--- src/rtl/pmem_arbiter.sv ---
// Arbitrates the single physical-memory port between the IFU (read-only) and the LSU.
// Each access is latched in IDLE, runs MEM_LAT wait cycles (men on the last), then pulses one response.
module pmem_arbiter #(
    parameter int MEM_LAT  = 1,
    parameter int LSU_PRIO = 0
) (
    input  logic        clk,
    input  logic        rst,
    input  logic        ifu_req_valid,
    output logic        ifu_req_ready,
    input  logic [63:0] ifu_req_addr,
    output logic        ifu_resp_valid,
    output logic [63:0] ifu_resp_data,
    input  logic        lsu_req_valid,
    output logic        lsu_req_ready,
    input  logic        lsu_req_wen,
    input  logic [63:0] lsu_req_addr,
    input  logic [63:0] lsu_req_wdata,
    input  logic [7:0]  lsu_req_wmask,
    output logic        lsu_resp_valid,
    output logic [63:0] lsu_resp_data,
    output logic        men,
    output logic        mwen,
    output logic [63:0] raddr,
    output logic [63:0] waddr,
    output logic [63:0] wdata,
    output logic [7:0]  wmask,
    input  logic [63:0] rdata
);
    localparam int CW = $clog2(MEM_LAT + 1);

    typedef enum logic [1:0] {IDLE, WAIT, RESP} state_t;

    state_t        state;
    logic [CW-1:0] cnt;
    logic          owner;       // 1 = LSU
    logic          last_grant;  // 1 = LSU
    logic          acc_wen;
    logic [63:0]   addr;
    logic          grant_lsu;

    // On a tie the LSU wins under fixed priority, or when the IFU had the previous grant.
    assign grant_lsu = lsu_req_valid &&
                       (!ifu_req_valid || (LSU_PRIO != 0) || !last_grant);

    always_comb begin
        ifu_req_ready  = (state == IDLE) && ifu_req_valid && !grant_lsu;
        lsu_req_ready  = (state == IDLE) && grant_lsu;
        men            = (state == WAIT) && (cnt == '0);
        mwen           = men && acc_wen;
        ifu_resp_valid = (state == RESP) && !owner;
        lsu_resp_valid = (state == RESP) && owner;
    end

    assign raddr = addr;
    assign waddr = addr;

    always_ff @(posedge clk) begin
        if (rst) begin
            state         <= IDLE;
            cnt           <= '0;
            owner         <= 1'b0;
            last_grant    <= 1'b1;
            acc_wen       <= 1'b0;
            addr          <= '0;
            wdata         <= '0;
            wmask         <= '0;
            ifu_resp_data <= '0;
            lsu_resp_data <= '0;
        end else begin
            case (state)
                IDLE: begin
                    if (ifu_req_ready || lsu_req_ready) begin
                        owner      <= lsu_req_ready;
                        last_grant <= lsu_req_ready;
                        addr       <= lsu_req_ready ? lsu_req_addr : ifu_req_addr;
                        acc_wen    <= lsu_req_ready && lsu_req_wen;
                        wdata      <= lsu_req_ready ? lsu_req_wdata : 64'd0;
                        wmask      <= lsu_req_ready ? lsu_req_wmask : 8'd0;
                        cnt        <= CW'(MEM_LAT - 1);
                        state      <= WAIT;
                    end
                end
                WAIT: begin
                    if (cnt == '0) begin
                        if (owner) lsu_resp_data <= acc_wen ? 64'd0 : rdata;
                        else       ifu_resp_data <= rdata;
                        state <= RESP;
                    end else begin
                        cnt <= cnt - CW'(1);
                    end
                end
                RESP:    state <= IDLE;
                default: state <= IDLE;
            endcase
        end
    end
endmodule

--- config.mk ---
export PLATFORM = sky130hd
export DESIGN_NAME = pmem_arbiter
export DESIGN_NICKNAME = d
export VERILOG_FILES = /design/src/rtl/pmem_arbiter.sv
export SDC_FILE = /design/constraint.sdc
export NUM_CORES = 1
export LEC_CHECK = 0
export CAP_MARGIN = 10
export CORE_AREA = 2 2 236 238
export CTS_CLUSTER_DIAMETER = 40
export DETAILED_ROUTE_END_ITERATION = 10
export DIE_AREA = 0 0 238 240
export RECOVER_POWER = 50
export SLEW_MARGIN = 30
export SYNTH_ARGS = -nofsm -noshare
export SYNTH_HDL_FRONTEND = slang
export SYNTH_SLANG_ARGS = --single-unit
--- constraint.sdc ---
create_clock -name clk -period 4.9 [get_ports clk]
set_input_delay 1.47 -clock clk [delete_from_list [all_inputs] [get_ports clk]]
set_output_delay 1.47 -clock clk [all_outputs]
set_load 0.01 [all_outputs]
==> impl_metrics.toml <==
[power_and_ir_drop]
p_int_mw = 5.19
ir_drop_mv = 0.300
p_clk_frac = 0.487
p_leak_nw = 6.73
swShare = 0.282
power.total_mw = 7.23
combPwrFrac = 0.175
power_density_nw_per_um2 = 378
p_switching_mw = 2.04
seqPwrFrac = 0.339

[setup_path]
crit_required_ns = 3.43
criticalPathCategory = "in -> out"
worst_ep_arrival_time_ns = 3.28
end_kind = "output pin"
worstSetupStartpointType = "primary input"
crit_path_max_fanout = 2

[logic_synthesis]
synth_nets = 1628
synthDistinctLibCells = 27
synth-seq-cells = 269
syn_avg_cell_area_um2 = 8.42
ys_warn_count = 0
synth_cells = 1359
syn_area_um2 = 11400
ys_seq_area_frac = 0.471

[sta]
hold_viol_final = 0
slew_headroom = -0.613
period_share = 0.968
fmax_mhz = 211
worst_slack_ns = 0.155
fin_crit_ns = 4.75
worst_pin_slew_ns = 2.42
drv_slew = 107
finalSetupTns_ns = 0
grt_setup_unrepaired = "false"
clock_skew_ns = 0.0178
finalSetupViolations = 0

[floorplan]
boundaryPins = 603
fp.coreArea_um2 = 54700
die_h_um = 240
start_util = 0.209
dieArea_um2 = 57100
die_w_um = 238
num_rows = 86

[route]
wirelength_mm = 47.6
drt-pass1-iter-count = 5
vias_per_cell = 4.61
vias = 11900
ant_nets = 0
drt_iter0_drc = 518
remaining_drc_errors = 0
wl_per_cell_um = 18.5

[placed_design]
gp_congestion = 0.877
place_ws_ns = 0.131
hpwl_mm = 32.4
port_buffers = 602

[cts]
cts_buffer_depth = 3
postCtsSetupBuffers = 0
cts_root_buffer = "clkbuf_16"
hold_buffers = 0
cts_buffers = 51
cts_tree = "yes"
clkSlewWorstSetupHoldPaths_ns = 0.06
cts_resized = 0
cts_sinks = 269
clock_latency_ns = 0.58
htree_levels = 2

[cells_and_area]
final_util = 0.350
drive_above_1_share = 0.0870
ff_latch_area_um2 = 5390
areaGrowthSynthToFinish_pct = 67.3
multi_input_area_um2 = 4880
nNetsFinal = 2099
fill_cells = 5528

[global_routing]
grt_pass1_wl_mm = 70.2
grt_pass1_vias = 11900
grt_max_degree = 107
grt_use_total = 0.157
grt_overflow = 0
antenna_found_initial = 2

[run_status]
outcome = "finished with violations"
failed_checks = "max-capacitance violations, max-slew violations"

[run]
cap_violations = 1

[min_path]
holdCritPathClass = "reg -> reg"
-- sequential cells by signal (all words and copies together) (netlist names) --
name	flops
ifu_resp_data	64
raddr	64
wdata	64
last_grant	1
state	2
acc_wen	1
lsu_resp_data	64
wmask	8
owner	1
-- routing by layer --
layer / track usage / vias to the layer above / routed length [um]
li1: - / 5662 / -
met5: 0 / - / 30
met4: 0.0564 / 4 / 1340
met2: 0.262 / 528 / 22500
met3: 0.0537 / 75 / 4380
met1: 0.187 / 5612 / 19300
-- synth_stat cells --
master    number  area share
nor2_1         1     0.00033
buf_2         46       0.020
a21bo_1        1     0.00087
clkbuf_1      67       0.022
nand3b_1      66       0.043
buf_4         71       0.047
nor2b_1        2      0.0011
and2_1         1     0.00055
a21oi_1      204       0.089
nor2_2         1     0.00055
nor3_1        63       0.028
nand2b_1       1     0.00055
o211ai_1      34       0.022
nand2_1      321        0.11
or3b_1         2      0.0015
o211ai_2      40       0.044
buf_1          9      0.0030
a21boi_2       1     0.00098
a311oi_1      63       0.048
nand4b_1       2      0.0015
nand3_1       73       0.032
and3b_1        2      0.0015
inv_1          1     0.00033
dfxtp_1      269        0.47
or2_1          1     0.00055
buf_6         14       0.014
nor3b_1        3      0.0020
-- power groups by stage --
stage	clock [mW]	sequential, mW	combinational (mW)
final	3.52	2.45	1.26
after global routing	3.71	2.46	1.35
after CTS	3.62	2.45	1.29
after detailed placement	0	2.49	1.28
after global placement	0	2.49	1.27
after floorplan	0	2.51	0.568
-- worst paths after layout --
check	from	endpoint	slack, ns	depth (start not counted)
max reg2reg	state[0]	wdata[13]	1.76	5
max	ifu_req_valid	ifu_req_ready	0.15	5
min reg2reg	lsu_resp_data[53]	lsu_resp_data[53]	0.45	2
min	lsu_resp_data[53]	lsu_resp_data[53]	0.45	2
-- worst max-delay path, cell delays in order --
cell and delay [ns]:
clkdlybuf4s50_1 0.49, or3b_4 0.38, nor2_1 0.24, buf_4 0.17
clkdlybuf4s50_1 0.52
-- per-stage QoR --
| step | instance area, um2 | hold slack [ns] | cells |
|---|---|---|---|
| floorplan | 11400 | 0.476 | 1359 |
| global placement | 17400 | 0.437 | 2480 |
| detailed placement | 17400 | 0.443 | 2481 |
| CTS | 19200 | 0.450 | 2577 |
| global route | 19100 | 0.464 | 2577 |
| finish | 19100 | 0.445 | 2578 |
-- layout by cell type (no fill, tap or decap), types with 3 or more instances in the layout --
cell | Yosys | routed
a21oi_1 | 204 | 204
a311oi_1 | 63 | 63
buf_12 | 0 | 4
buf_4 | 71 | 13
bufinv_16 | 0 | 3
clkbuf_1 | 67 | 8
clkbuf_16 | 0 | 52
clkbuf_8 | 0 | 6
clkdlybuf4s50_1 | 0 | 504
clkinv_2 | 0 | 8
clkinvlp_4 | 0 | 9
dfxtp_1 | 269 | 268
dlygate4sd3_1 | 0 | 97
inv_6 | 0 | 11
nand2_1 | 321 | 320
nand3_1 | 73 | 73
nand3b_1 | 66 | 66
nor3_1 | 63 | 63
o211ai_1 | 34 | 34
o211ai_2 | 40 | 40
-- final cells by class --
cell class / count / share of cell area
antenna: 1 / 0.000131
clock buffer: 62 / 0.0731
clock inverter: 34 / 0.0184
inverter: 1 / 0.000196
multi-input combinational: 882 / 0.255
sequential: 269 / 0.281
tap: 704 / 0.0460
timing repair buffer: 625 / 0.325
-- logic make-up after synthesis --
group           synth area share
simple gates               0.218
buf+inv                    0.106
flops                      0.471
compound gates             0.205
Note: power is estimated with default switching activity, not from simulation.
